`src/rtl/i2c_word_writer.sv`:
```
// Writes a 16-bit configuration word to one I2C target as {addr+W, hi byte, lo byte}.
// Optional I2C_ACK_CHECK_EN: NACK sets a sticky error, skips the remaining bytes and suppresses inc.
module i2c_word_writer #(
  parameter int         CLK_DIV  = 125,
  parameter logic [6:0] DEV_ADDR = 7'h1A
) (
  input  logic        clk50,
  input  logic        reset_n,
  input  logic        start,
  input  logic [15:0] word,
  input  logic        sda_in,
  output logic        scl,
  output logic        sda_oe,
  output logic        busy,
  output logic        done,
  output logic        inc,
  output logic        ack_err
);

  localparam int             CW      = (CLK_DIV > 1) ? $clog2(CLK_DIV) : 1;
  localparam logic [CW-1:0]  DIV_TOP = CW'(CLK_DIV - 1);

  typedef enum logic [2:0] {IDLE, START, BIT, ACK, STOP, DONE} state_t;

  state_t         state, state_nxt;
  logic [1:0]     qtr, qtr_nxt;
  logic [2:0]     bit_cnt, bit_nxt;
  logic [1:0]     byte_cnt, byte_nxt;
  logic [15:0]    word_q, word_nxt;
  logic [CW-1:0]  div_cnt, div_nxt;
  logic [7:0]     cur_byte;
  logic           tick, accept, nack;
  logic           scl_nxt, oe_nxt;

`ifdef I2C_ACK_CHECK_EN
  logic ack_err_nxt;
  assign nack = ack_err;
`else
  logic unused_sda;
  assign unused_sda = sda_in;
  assign nack       = 1'b0;
  assign ack_err    = 1'b0;
`endif

  assign tick   = (state inside {START, BIT, ACK, STOP}) && (div_cnt == '0);
  // DONE also accepts, so a held start restarts without passing through IDLE
  assign accept = start && (state inside {IDLE, DONE});

  always_comb begin
    state_nxt = state;
    qtr_nxt   = qtr;
    bit_nxt   = bit_cnt;
    byte_nxt  = byte_cnt;
    word_nxt  = word_q;
    div_nxt   = div_cnt;
`ifdef I2C_ACK_CHECK_EN
    ack_err_nxt = ack_err;
`endif
    if (accept) begin
      state_nxt = START;
      qtr_nxt   = 2'd0;
      bit_nxt   = 3'd7;
      byte_nxt  = 2'd0;
      word_nxt  = word;
      div_nxt   = DIV_TOP;
`ifdef I2C_ACK_CHECK_EN
      ack_err_nxt = 1'b0;
`endif
    end else begin
      case (state)
        IDLE: ;
        DONE: state_nxt = IDLE;
        default: begin
          div_nxt = tick ? DIV_TOP : div_cnt - CW'(1);
          if (tick) begin
            qtr_nxt = qtr + 2'd1;
`ifdef I2C_ACK_CHECK_EN
            if (state == ACK && qtr == 2'd2 && sda_in) ack_err_nxt = 1'b1;
`endif
            if (qtr == 2'd3) begin
              case (state)
                START: begin
                  state_nxt = BIT;
                  bit_nxt   = 3'd7;
                  byte_nxt  = 2'd0;
                end
                BIT: begin
                  if (bit_cnt == 3'd0) state_nxt = ACK;
                  else bit_nxt = bit_cnt - 3'd1;
                end
                ACK: begin
                  if (nack || byte_cnt == 2'd2) begin
                    state_nxt = STOP;
                  end else begin
                    state_nxt = BIT;
                    byte_nxt  = byte_cnt + 2'd1;
                    bit_nxt   = 3'd7;
                  end
                end
                STOP:    state_nxt = DONE;
                default: state_nxt = IDLE;
              endcase
            end
          end
        end
      endcase
    end
  end

  always_comb begin
    case (byte_nxt)
      2'd0:    cur_byte = {DEV_ADDR, 1'b0};
      2'd1:    cur_byte = word_nxt[15:8];
      default: cur_byte = word_nxt[7:0];
    endcase
  end

  // Bus levels are derived from the next state so scl/sda_oe come straight from flops
  always_comb begin
    scl_nxt = 1'b1;
    oe_nxt  = 1'b0;
    case (state_nxt)
      START: begin
        scl_nxt = (qtr_nxt != 2'd3);
        oe_nxt  = (qtr_nxt != 2'd0);
      end
      BIT: begin
        scl_nxt = (qtr_nxt inside {2'd1, 2'd2});
        oe_nxt  = ~cur_byte[bit_nxt];
      end
      ACK: begin
        scl_nxt = (qtr_nxt inside {2'd1, 2'd2});
        oe_nxt  = 1'b0;
      end
      STOP: begin
        scl_nxt = (qtr_nxt != 2'd0);
        oe_nxt  = ~qtr_nxt[1];
      end
      default: ;
    endcase
  end

  always_ff @(posedge clk50) begin
    if (!reset_n) begin
      state    <= IDLE;
      qtr      <= 2'd0;
      bit_cnt  <= 3'd0;
      byte_cnt <= 2'd0;
      word_q   <= 16'h0000;
      div_cnt  <= '0;
      scl      <= 1'b1;
      sda_oe   <= 1'b0;
      busy     <= 1'b0;
      done     <= 1'b0;
      inc      <= 1'b0;
`ifdef I2C_ACK_CHECK_EN
      ack_err  <= 1'b0;
`endif
    end else begin
      state    <= state_nxt;
      qtr      <= qtr_nxt;
      bit_cnt  <= bit_nxt;
      byte_cnt <= byte_nxt;
      word_q   <= word_nxt;
      div_cnt  <= div_nxt;
      scl      <= scl_nxt;
      sda_oe   <= oe_nxt;
      busy     <= (state_nxt != IDLE);
      done     <= (state_nxt == DONE);
      inc      <= (state_nxt == DONE) && !nack;
`ifdef I2C_ACK_CHECK_EN
      ack_err  <= ack_err_nxt;
`endif
    end
  end

endmodule

```
`config.mk`:
```
export PLATFORM = sky130hd
export DESIGN_NAME = i2c_word_writer
export DESIGN_NICKNAME = d
export VERILOG_FILES = /design/src/rtl/i2c_word_writer.sv
export SDC_FILE = /design/constraint.sdc
export NUM_CORES = 1
export LEC_CHECK = 0
export ABC_AREA = 1
export ABC_CLOCK_PERIOD_IN_PS = 2600
export CAP_MARGIN = 30
export CORE_AREA = 3 3 73 61
export CTS_BUF_LIST = sky130_fd_sc_hd__clkbuf_4
export CTS_CLUSTER_SIZE = 40
export DETAILED_ROUTE_END_ITERATION = 7
export DIE_AREA = 0 0 76 64
export GPL_ROUTABILITY_DRIVEN = 1
export PLACE_DENSITY = 0.91
export SLEW_MARGIN = 0
export SYNTH_ARGS = -nofsm -noshare
export SYNTH_HDL_FRONTEND = slang
export SYNTH_SLANG_ARGS = --single-unit
```
`constraint.sdc`:
```
create_clock -name clk50 -period 2.6 [get_ports clk50]
set_input_delay 0.52 -clock clk50 [delete_from_list [all_inputs] [get_ports clk50]]
set_output_delay 0.52 -clock clk50 [all_outputs]
set_load 0.02 [all_outputs]
```
==> results.txt, run 1 <==
----------------------------------------------------
[Run status]
  Outcome ... complete, no violations

[Timing]
  Setup repair after global routing missed its margin ... no
  Worst-case clock skew ... 14.86 ps
  Fraction of the cycle the final worst path needs ... 0.8717
  Hold Violations, Final ... 0
  Slew Viols, Final ... 0
  Final-layout setup total negative slack ... 0 ps
  Total of endpoints with negative setup slack in the final report ... 0
  Worst slack on hold paths ... 467.5 ps
  Minimum clock period ... 2266 ps
  Maximum achievable frequency ... 441.2 MHz

[Power and ir drop]
  PwrDens ... 483.9 nW/um^2
  Sum of internal, switching and leakage power ... 1.213 mW
  Internal Dissipation ... 0.8563 mW
  Clk network pwr share ... 0.262
  Switching power of the nets ... 0.3565 mW
  Sequential Power Share ... 0.519
  Combinational share of power ... 0.220
  Leakage power ... 1.185 nW
  Switching Share ... 0.2940
  Maximum ir drop on the vdd rail ... 0.0003469 V

[Drt]
  Count of TritonRoute iterations in the first routing pass ... 4
  Number of nets still failing antenna checks after routing ... 0
  Starting DRT DRC Count ... 186
  Ratio of routed vias to standard cells ... 5.169
  DR WL/cell ... 11.69 microns
  Total wire length after detailed routing ... 4768 microns
  Drt drc ... 0
  Via count ... 2,109

[Global route]
  Global route overflow ... 0
  Antenna violations before repair ... 0
  Pin count of the biggest net entering global routing ... 29
  First-pass GRT wire length ... 8307 microns
  Vias in the first global route ... 1,884
  Overall fraction of global-route tracks in use ... 0.2096

[Clock network]
  Clock tree root driver cell ... clkbuf_4
  Worst-path clk slew ... 110 ps
  Bufs on Longest Clock Path ... 2
  Setup Buffers After CTS ... 0
  Clock tree from TritonCTS ... built
  Total clock sinks ... 37
  Number of levels in the clock H-tree ... 2
  Hold buffer count at CTS ... 0
  Num CTS Buffers ... 5
  Worst-Skew Late Latency ... 340 ps

[Synthesis]
  Number of instances in the synthesized netlist ... 324
  Main combinational cell family by area after synthesis ... simple AND/OR/NAND/NOR gates
  Syn_area_per_cell ... 6.584 sq um
  Syn nets ... 353
  Yosys warning count ... 0
  Main synth FF type ... dfxtp_1
  XOR/XNOR Fraction of Synth Area ... 0.008211
  Fraction of the mapped netlist area in simple logic gates ... 0.3554
  Synth cell types ... 33
  Share of the yosys chip area belonging to registers ... 0.3472
  #FFs+latches synth ... 37
  Summed instance area of the synthesized netlist ... 2133 sq um
  Compound-cell area share of the yosys netlist ... 0.1331
  Post-synth EDFFs ... 0
  Share of flip-flops with an asynchronous set or reset after synthesis ... 0
  Multiplexer share of the synthesized area ... 0
  Fraction of the mapped netlist area in adder cells ... 0.05279

[Worst setup path]
  CP Max Fanout ... 6
  Crit. End Element ... flip-flop
  Delay of the slowest cell on the worst path ... 340 ps
  Worst path arrival time ... 2510 ps
  Required time at the endpoint of the critical path ... 2840 ps
  Dominant cell type by count on the critical path ... inv_1
  Critical Path Slowest Stage Cell ... dfxtp_1
  Sequence of cells on the critical path ... inv_1 > ha_1 > inv_1 > nor2_1 > nand3_1 > inv_1 > nand2_1 > nand2_1 > inv_1 > o21ai_1 > inv_1 > ha_1 > o21ai_0 > inv_1 > o2111ai_1
  Setup CP Type ... flip-flop to flip-flop
  CP Launch Type ... flip-flop

[Die]
  Height of the chip ... 64 microns
  Initial cell density of the core ... 0.5646
  Die area ... 4864 sq um
  Boundary pin count ... 26
  Area of the core ... 3779 sq um
  Die Span X ... 76 microns
  Row cnt ... 20

[Placement]
  DP Wirelength ... 3621 microns
  Buffers on Ports ... 23
  Placer's final routability congestion estimate ... 0.8869

[Cells and area]
  Area growth from synthesis to final layout ... 17.48%
  Diode count ... 0
  Most frequent cells in the layout ... nand2_1, nor2_1, inv_1
  Share of layout cells above drive strength 1 ... 0.09348
  Final Net Count ... 381
  Most common cell after layout, fill and taps aside ... nand2_1

[Flow run]
  Max_cap viols ... 0

[Min path]
  Worst Hold Class ... flip-flop to flip-flop

----------------------------------------------------
==> cells by family after synthesis <==
kind of cell / Yosys count
AO/OA/AOI/OAI: 50
XOR/XNOR: 2
adder cells (fa/ha/maj): 9
buffers and inverters: 52
flip-flops: 37
other: 1
AND/OR/NAND/NOR: 173
==> stage by stage <==
stage          setup WS (ps)  utilization  cell area, sq um  std cells
3_5_place_dp           70.05       0.6464              2442        400
4_1_cts                267.7       0.6623              2502        408
2_1_floorplan          479.4            -              2133        324
6_report               333.5       0.6632              2506        408
5_1_grt                46.40       0.6632              2506        408
3_3_place_gp           227.8       0.6464              2442        400
==> synthesized netlist by cell type (2+ instances only) <==
cell type	number	area share
nor2_1	45	0.079
o21ai_2	2	0.0082
nand3_1	17	0.040
nand4_1	12	0.035
buf_4	3	0.011
or2_2	4	0.012
nor3_1	6	0.014
or2_0	3	0.0088
o21ai_1	3	0.0070
ha_1	9	0.053
clkbuf_1	3	0.0053
inv_2	4	0.0070
dfxtp_1	37	0.35
inv_1	39	0.069
nand2_1	79	0.14
nand3_2	4	0.019
o21ai_0	19	0.045
a211oi_1	2	0.0070
a21oi_1	18	0.042
buf_2	2	0.0047
==> metal layers <==
layer / track usage / wire length [microns] / vias up
met5: 0 / 0 / -
met4: 0.07466 / 83 / 0
met3: 0.04085 / 267 / 10
met2: 0.3352 / 2125 / 56
met1: 0.2835 / 2292 / 939
li1: - / - / 1104
==> timing repair <==
action / in CTS / in global routing
hold endpoints to repair: 0 / 0
resized for setup: 0 / 2
setup endpoints to repair: 0 / 2
==> cell type report <==
class / instances / area, sq um
Clock buffer: 8 / 60.06
Fill cell: 332 / 1272
Inverter: 43 / 161.4
Multi-Input combinational cell: 235 / 1180
Sequential cell: 37 / 740.7
Tap cell: 55 / 68.82
Timing Repair Buffer: 30 / 295.3
==> registers in the layout, summed over array words and instances, names as in the netlist, 2 cells and up <==
register	count
byte_cnt	2
div_cnt	7
bit_cnt	3
state	3
word_q	16
qtr	2
==> worst paths after layout <==
check,from,cells past startpoint,slack [ps],end
worst max-delay path,div_cnt[0],15,330,scl
worst min-delay path,word_q[10],2,470,word_q[10]
worst max register to register,div_cnt[0],15,330,scl
worst min register to register,word_q[10],2,470,word_q[10]
==> critical path: cells and delay by family (launching register included) <==
kind	cells	cell delay, ps
simple gates	4	470
fa+ha+maj	2	350
buf+inv	6	470
compound gates	3	520
flops	1	340
==> power by group through the flow <==
stage	clock network, mW	registers [mW]	logic (mW)
floorplan	0	0.639	0.180
global placement	0	0.640	0.256
detailed placement	0	0.641	0.264
CTS	0.323	0.628	0.266
global route	0.354	0.633	0.308
finish	0.317	0.629	0.266
(Power assumes the default switching activity.)
==> run 2, diff against run 1 <==
--- a/config.mk
+++ b/config.mk
@@ -8,11 +8,11 @@
 export ABC_AREA = 1
 export ABC_CLOCK_PERIOD_IN_PS = 2600
 export CAP_MARGIN = 30
-export CORE_AREA = 3 3 73 61
+export CORE_AREA = 2 2 72 60
 export CTS_BUF_LIST = sky130_fd_sc_hd__clkbuf_4
 export CTS_CLUSTER_SIZE = 40
 export DETAILED_ROUTE_END_ITERATION = 7
-export DIE_AREA = 0 0 76 64
+export DIE_AREA = 0 0 74 62
 export GPL_ROUTABILITY_DRIVEN = 1
 export PLACE_DENSITY = 0.91
 export SLEW_MARGIN = 0
==> run 2 against run 1 <==
Clock skew decreased by 4.0 ps; non-clock buffer count increased by 3; worst hold slack improved by 9.6 ps; count of clock-buffer cells in the layout decreased by 3; register-to-register slack got worse by 110 ps.
==> results.txt, run 2 (same netlist as run 1, synthesis figures left out) <==
----------------------------------------------------
[Worst setup path]
  Register-to-register setup slack ... 230 ps (was 330 ps)
  Dominant cell type by count on the critical path ... nand2_1 (was inv_1)
  Crit Reg-Reg Endpoint ... sda_oe (was scl)
  Crit. End Element ... flip-flop (unchanged)
  Critical Path Slowest Stage Cell ... dfxtp_1 (unchanged)
  CP Launch Type ... flip-flop (unchanged)
  Delay of the slowest cell on the worst path ... 480 ps (was 340 ps)
  Worst path arrival time ... 2670 ps (was 2510 ps)
  Worst r2r src ... state[0] (was div_cnt[0])
  Number of cells on the worst reg-to-reg path ... 16 (was 15)
  CP Max Fanout ... 15 (was 6)
  Setup CP Type ... flip-flop to flip-flop (unchanged)
  Sequence of cells on the critical path ... inv_2 > a21oi_2 > nand3_2 > buf_4 > buf_4 > nand3_2 > inv_1 > nand2_1 > nand2_1 > nand2_1 > nand2_1 > nand2_1 > nand2_1 > nand2_1 > nand3_1 > a21oi_1 (was inv_1 > ha_1 > inv_1 > nor2_1 > nand3_1 > inv_1 > nand2_1 > nand2_1 > inv_1 > o21ai_1 > inv_1 > ha_1 > o21ai_0 > inv_1 > o2111ai_1)
  Required time at the endpoint of the critical path ... 2900 ps (was 2840 ps)

[Drt]
  Starting DRT DRC Count ... 179 (was 186)
  DR WL/cell ... 11.38 microns (was 11.69 microns)
  Ratio of routed vias to standard cells ... 5.097 (was 5.169)
  Via count ... 2,100 (was 2,109)
  Drt drc ... 0 (unchanged)
  Count of TritonRoute iterations in the first routing pass ... 4 (unchanged)
  Total wire length after detailed routing ... 4688 microns (was 4768 microns)
  Number of nets still failing antenna checks after routing ... 0 (unchanged)

[Cells and area]
  Area growth from synthesis to final layout ... 17.95% (was 17.48%)
  Most common cell after layout, fill and taps aside ... nand2_1 (unchanged)
  Final Net Count ... 384 (was 381)
  Number of flip-flops in the largest register ... 16 (unchanged)
  Diode count ... 0 (unchanged)
  Share of layout cells above drive strength 1 ... 0.09296 (was 0.09348)
  Most flops, register ... word_q (unchanged)
  Most frequent cells in the layout ... nand2_1, nor2_1, inv_1 (unchanged)
  Largest regs ... word_q x16, div_cnt x7 (unchanged)

[Die]
  Area of the core ... 3968 sq um (was 3779 sq um)
  Initial cell density of the core ... 0.5377 (was 0.5646)
  Die Span X ... 74 microns (was 76 microns)
  Die area ... 4588 sq um (was 4864 sq um)
  Height of the chip ... 62 microns (was 64 microns)
  Boundary pin count ... 26 (unchanged)
  Row cnt ... 21 (was 20)

[Clock network]
  Post-cts sizing count ... 0 (unchanged)
  Clock tree root driver cell ... clkbuf_4 (unchanged)
  Bufs on Longest Clock Path ... 2 (unchanged)
  Hold buffer count at CTS ... 0 (unchanged)
  Total clock sinks ... 37 (unchanged)
  Setup Buffers After CTS ... 0 (unchanged)
  Worst-Skew Late Latency ... 370 ps (was 340 ps)
  Clock tree from TritonCTS ... built (unchanged)
  Worst-path clk slew ... 120 ps (was 110 ps)
  Num CTS Buffers ... 5 (unchanged)
  Number of levels in the clock H-tree ... 2 (unchanged)

[Global route]
  Vias in the first global route ... 1,873 (was 1,884)
  First-pass GRT wire length ... 7997 microns (was 8307 microns)
  Pin count of the biggest net entering global routing ... 29 (unchanged)
  Antenna violations before repair ... 0 (unchanged)
  Overall fraction of global-route tracks in use ... 0.2287 (was 0.2096)
  Global route overflow ... 0 (unchanged)

[Min path]
  Worst-case hold path end point ... word_q[15] (was word_q[10])
  Min-delay src ... word_q[15] (was word_q[10])
  Worst Hold Class ... flip-flop to flip-flop (unchanged)
  Depth of the worst hold-timing path ... 2 (unchanged)

[Power and ir drop]
  Sequential Power Share ... 0.524 (was 0.519)
  Maximum ir drop on the vdd rail ... 0.0004043 V (was 0.0003469 V)
  Combinational share of power ... 0.225 (was 0.220)
  Switching power of the nets ... 0.3825 mW (was 0.3565 mW)
  Internal Dissipation ... 0.8164 mW (was 0.8563 mW)
  Leakage power ... 1.185 nW (about the same)
  PwrDens ... 476.5 nW/um^2 (was 483.9 nW/um^2)
  Clk network pwr share ... 0.251 (was 0.262)
  Sum of internal, switching and leakage power ... 1.199 mW (was 1.213 mW)
  Switching Share ... 0.3190 (was 0.2940)

[Timing]
  Setup repair after global routing missed its margin ... no (unchanged)
  Maximum achievable frequency ... 421.7 MHz (was 441.2 MHz)
  Worst-case clock skew ... 10.83 ps (was 14.86 ps)
  Minimum clock period ... 2371 ps (was 2266 ps)
  Total of endpoints with negative setup slack in the final report ... 0 (unchanged)
  Hold Violations, Final ... 0 (unchanged)
  PnR worst setup slack ... 228.5 ps (was 333.5 ps)
  Slew Viols, Final ... 0 (unchanged)
  Fraction of the cycle the final worst path needs ... 0.9121 (was 0.8717)
  Worst slack on hold paths ... 477.0 ps (was 467.5 ps)

[Placement]
  Worst slack at placement ... -39.44 ps (was 70.05 ps)
  Placer's final routability congestion estimate ... 0.9145 (was 0.8869)
  Buffers on Ports ... 23 (unchanged)
  DP Wirelength ... 3602 microns (was 3621 microns)

[Run status]
  Outcome ... complete, no violations (unchanged)

[Flow run]
  Max_cap viols ... 0 (unchanged)

----------------------------------------------------
[run 2: area by class of cell]
class	instances	area (sq um)
Clock inverter	2	11.26
Tap cell	57	71.32
Multi-Input combinational cell	235	1176
Sequential cell	37	740.7
Clock buffer	5	37.54
Timing Repair Buffer	33	317.8
Fill cell	348	1451
Inverter	43	161.4
[run 2: power by group through the flow]
| stage | sequential, mW | clock [mW] | combinational, mW |
|---|---|---|---|
| finish | 0.628 | 0.301 | 0.269 |
| global route | 0.633 | 0.324 | 0.313 |
| CTS | 0.628 | 0.303 | 0.269 |
| detailed placement | 0.641 | 0 | 0.268 |
| global placement | 0.639 | 0 | 0.258 |
| floorplan | 0.639 | 0 | 0.180 |
[run 2: worst max path at each step]
| stage | cells past startpoint | startpoint | slack [ps] | to |
|---|---|---|---|---|
| global placement | 15 | start | 10 | sda_oe |
| finish | 16 | state[0] | 230 | sda_oe |
| global route | 16 | state[0] | 20 | sda_oe |
| CTS | 16 | state[0] | 230 | sda_oe |
| detailed placement | 15 | start | -40 | sda_oe |
| floorplan | 13 | state[0] | 480 | scl |
[run 2: worst max-delay path, delay by kind of cell (launching register included)]
kind,cells,cell delay (ps)
compound gates,2,320
buf+inv,4,590
flops,1,480
simple gates,10,920
[run 2: metrics by stage]
| stage | cells | setup TNS [ps] | util | area, sq um |
|---|---|---|---|---|
| final | 412 | 0 | 0.6342 | 2516 |
| after global routing | 412 | 0 | 0.6342 | 2516 |
| after CTS | 412 | 0 | 0.6342 | 2516 |
| after detailed placement | 405 | -39.44 | 0.6219 | 2467 |
| after global placement | 405 | 0 | 0.6219 | 2467 |
| after floorplan | 324 | 0 | - | 2133 |
[run 2: metal layers]
layer | routed length [microns] | up-vias | GRT usage
met5 | 0 | - | 0
met4 | 80 | 0 | 0.09091
met3 | 211 | 9 | 0.04355
met2 | 2052 | 45 | 0.3724
met1 | 2344 | 937 | 0.3037
li1 | - | 1109 | -
==> run 3, diff against run 2 <==
--- a/config.mk
+++ b/config.mk
@@ -8,13 +8,14 @@
 export ABC_AREA = 1
 export ABC_CLOCK_PERIOD_IN_PS = 2600
 export CAP_MARGIN = 30
-export CORE_AREA = 2 2 72 60
+export CORE_AREA = 2 2 47 92
 export CTS_BUF_LIST = sky130_fd_sc_hd__clkbuf_4
 export CTS_CLUSTER_SIZE = 40
 export DETAILED_ROUTE_END_ITERATION = 7
-export DIE_AREA = 0 0 74 62
+export DIE_AREA = 0 0 49 94
 export GPL_ROUTABILITY_DRIVEN = 1
-export PLACE_DENSITY = 0.91
+export GPL_TIMING_DRIVEN = 0
+export PLACE_DENSITY = 0.9
 export SLEW_MARGIN = 0
 export SYNTH_ARGS = -nofsm -noshare
 export SYNTH_HDL_FRONTEND = slang
==> run 3 against run 2 <==
Worst hold slack better by 1.4 ps; wire length up 9.9%; via count up 2.4%; sequential share of layout area up 0.17 points; setup slack better by 11 ps; flip-flop and latch count unchanged; core utilization up 1.1 points; non-clock buffer count down 1; final cell count down 1.5%.
==> results.txt, run 3 (same netlist as run 1, synthesis figures left out) <==
----------------------------------------------------
[Min path]
  Depth of the worst hold-timing path ... 2 (unchanged)
  Min-delay src ... word_q[15] (unchanged)
  Worst Hold Class ... flip-flop to flip-flop (unchanged)

[Worst setup path]
  CP Capture Point ... sda_oe (unchanged)
  Register-to-register setup slack ... 240 ps (was 230 ps)
  Worst path depth ... 15 (was 16)
  CP Launch Type ... flip-flop (unchanged)
  Setup CP Type ... flip-flop to flip-flop (unchanged)
  Crit. End Element ... flip-flop (unchanged)
  Crit Reg-Reg Endpoint ... sda_oe (unchanged)
  Required time at the endpoint of the critical path ... 2890 ps (was 2900 ps)
  Number of cells on the worst reg-to-reg path ... 15 (was 16)
  Worst path arrival time ... 2650 ps (was 2670 ps)
  CP Max Fanout ... 5 (was 15)
  Sequence of cells on the critical path ... inv_1 > ha_1 > inv_1 > nor2_1 > nand3_1 > inv_1 > nand3_2 > nor2_2 > o21ai_0 > nand2_1 > nand2_1 > inv_1 > nand3_1 > o22a_1 > a21oi_1 (was inv_2 > a21oi_2 > nand3_2 > buf_4 > buf_4 > nand3_2 > inv_1 > nand2_1 > nand2_1 > nand2_1 > nand2_1 > nand2_1 > nand2_1 > nand2_1 > nand3_1 > a21oi_1)
  Start point of the critical path ... div_cnt[0] (was state[0])
  Crit-path leading delay family ... simple AND/OR/NAND/NOR gates (unchanged)
  Worst r2r src ... div_cnt[0] (was state[0])
  Delay of the slowest cell on the worst path ... 340 ps (was 480 ps)
  Dominant cell type by count on the critical path ... inv_1 (was nand2_1)
  Critical Path Slowest Stage Cell ... dfxtp_1 (unchanged)
  Buffers & Inverters on Critical Path ... 4 (unchanged)

[Clock network]
  Hold buffer count at CTS ... 0 (unchanged)
  Clock tree root driver cell ... clkbuf_4 (unchanged)
  Setup Buffers After CTS ... 0 (unchanged)
  Worst-Skew Late Latency ... 350 ps (was 370 ps)
  Bufs on Longest Clock Path ... 2 (unchanged)
  Worst-path clk slew ... 110 ps (was 120 ps)
  Num CTS Buffers ... 5 (unchanged)
  Number of levels in the clock H-tree ... 2 (unchanged)
  Total clock sinks ... 37 (unchanged)
  Clock tree from TritonCTS ... built (unchanged)
  Post-cts sizing count ... 1 (was 0)

[Global route]
  Pin count of the biggest net entering global routing ... 13 (was 29)
  Vias in the first global route ... 2,139 (was 1,873)
  Global route overflow ... 0 (unchanged)
  First-pass GRT wire length ... 8804 microns (was 7997 microns)
  Overall fraction of global-route tracks in use ... 0.2478 (was 0.2287)
  Antenna violations before repair ... 0 (unchanged)

[Timing]
  Hold Violations, Final ... 0 (unchanged)
  Setup repair after global routing missed its margin ... no (unchanged)
  Worst-margin pin slew ... 560.6 ps
  Worst-case clock skew ... 8.104 ps (was 10.83 ps)
  Total of endpoints with negative setup slack in the final report ... 0 (unchanged)
  Fraction of the cycle the final worst path needs ... 0.9080 (was 0.9121)
  Maximum achievable frequency ... 423.6 MHz (was 421.7 MHz)
  Max-slew headroom ... 0.6263
  Minimum clock period ... 2361 ps (was 2371 ps)
  Slew Viols, Final ... 0 (unchanged)

[Cells and area]
  Largest regs ... word_q x16, div_cnt x7 (unchanged)
  Final Net Count ... 383 (was 384)
  Diode count ... 0 (unchanged)
  Most frequent cells in the layout ... nand2_1, nor2_1, inv_1 (unchanged)
  Number of flip-flops in the largest register ... 16 (unchanged)
  Area used by sequential logic in the layout ... 742.0 sq um (was 740.7 sq um)
  Fill cells ... 376 (was 348)
  Most common cell after layout, fill and taps aside ... nand2_1 (unchanged)
  Most flops, register ... word_q (unchanged)
  Post-route insts no fill ... 406 (was 412)
  Combined area of the multi-input logic cells ... 1197 sq um (was 1176 sq um)
  Share of layout cells above drive strength 1 ... 0.1099 (was 0.09296)
  Area growth from synthesis to final layout ... 17.48% (was 17.95%)

[Die]
  Height of the chip ... 94 microns (was 62 microns)
  Boundary pin count ... 26 (unchanged)
  Area of the core ... 3884 sq um (was 3968 sq um)
  Row cnt ... 32 (was 21)
  Initial cell density of the core ... 0.5493 (was 0.5377)
  Die area ... 4606 sq um (was 4588 sq um)
  Die Span X ... 49 microns (was 74 microns)

[Power and ir drop]
  Maximum ir drop on the vdd rail ... 0.0003964 V (was 0.0004043 V)
  PwrDens ... 477.2 nW/um^2 (was 476.5 nW/um^2)
  Sum of internal, switching and leakage power ... 1.196 mW (was 1.199 mW)
  Leakage power ... 1.182 nW (was 1.185 nW)

[Run status]
  Outcome ... complete, no violations (unchanged)

[Drt]
  DR WL/cell ... 12.69 microns (was 11.38 microns)
  Via count ... 2,151 (was 2,100)
  Ratio of routed vias to standard cells ... 5.298 (was 5.097)
  Drt drc ... 0 (unchanged)
  Starting DRT DRC Count ... 65 (was 179)
  Count of TritonRoute iterations in the first routing pass ... 4 (unchanged)
  Number of nets still failing antenna checks after routing ... 0 (unchanged)
  Total wire length after detailed routing ... 5151 microns (was 4688 microns)

[Placement]
  Placer's final routability congestion estimate ... 0.9115 (was 0.9145)
  Buffers on Ports ... 23 (unchanged)
  Cell Count Post-Placement ... 398 (was 405)
  DP Wirelength ... 4096 microns (was 3602 microns)

[Flow run]
  Max_cap viols ... 0 (unchanged)

----------------------------------------------------
==> run 3: changes by cell type in the layout (fill, tap and decap cells not counted), sizes merged <==
cell	delta
clkinv	+1
buf	-4
clkbuf	+3
==> run 3: routing by layer <==
metal,part of all wire,GRT usage
met5,0,0
met4,0.053,0.1762
met1,0.35,0.2180
met3,0.028,0.03503
met2,0.57,0.4909
==> run 3: cell type report <==
cell class / count / share of cell area
Buffer: 9 / 0.02247
Clock buffer: 5 / 0.01498
Clock inverter: 3 / 0.006990
Inverter: 43 / 0.06440
Multi-Input combinational cell: 235 / 0.4778
Sequential cell: 37 / 0.2961
Tap cell: 51 / 0.02546
Timing Repair Buffer: 23 / 0.09186
==> run 3: where the power goes <==
group / total [mW] / switching (mW) / internal (mW) / leakage (nW)
Sequential: 0.628 / 0.0226 / 0.606 / 0.305
Clock: 0.297 / 0.195 / 0.102 / 0.0310
Combinational: 0.271 / 0.163 / 0.107 / 0.846
==> run 3: worst register-to-register path: cells and delay by family (launching register included) <==
| kind | cells | cell delay (ps) |
|---|---|---|
| buffers and inverters | 4 | 400 |
| DFF | 1 | 340 |
| AOI/OAI and AO/OA | 3 | 550 |
| adders and majority gates | 1 | 150 |
| and+or+nand+nor | 7 | 830 |
==> run 3: per-stage QoR <==
| step | setup TNS [ps] | util | instance area (sq um) | hold WS (ps) | setup slack [ps] |
|---|---|---|---|---|---|
| floorplan | 0 | - | 2133 | 429.1 | 479.4 |
| global placement | -523.8 | 0.6250 | 2427 | 453.4 | -297.0 |
| detailed placement | -737.0 | 0.6250 | 2427 | 463.2 | -419.6 |
| CTS | 0 | 0.6392 | 2482 | 479.8 | 14.22 |
| global route | 0 | 0.6453 | 2506 | 493.1 | 3.137 |
| finish | 0 | 0.6453 | 2506 | 478.4 | 239.1 |
==> run 3: worst min-delay path by stage <==
stage | endpoint | slack, ps
final | word_q[15] | 480
after global routing | word_q[2] | 490
after global placement | div_cnt[0] | 450
after floorplan | word_q[10] | 430
after CTS | word_q[2] | 480
after detailed placement | word_q[10] | 460
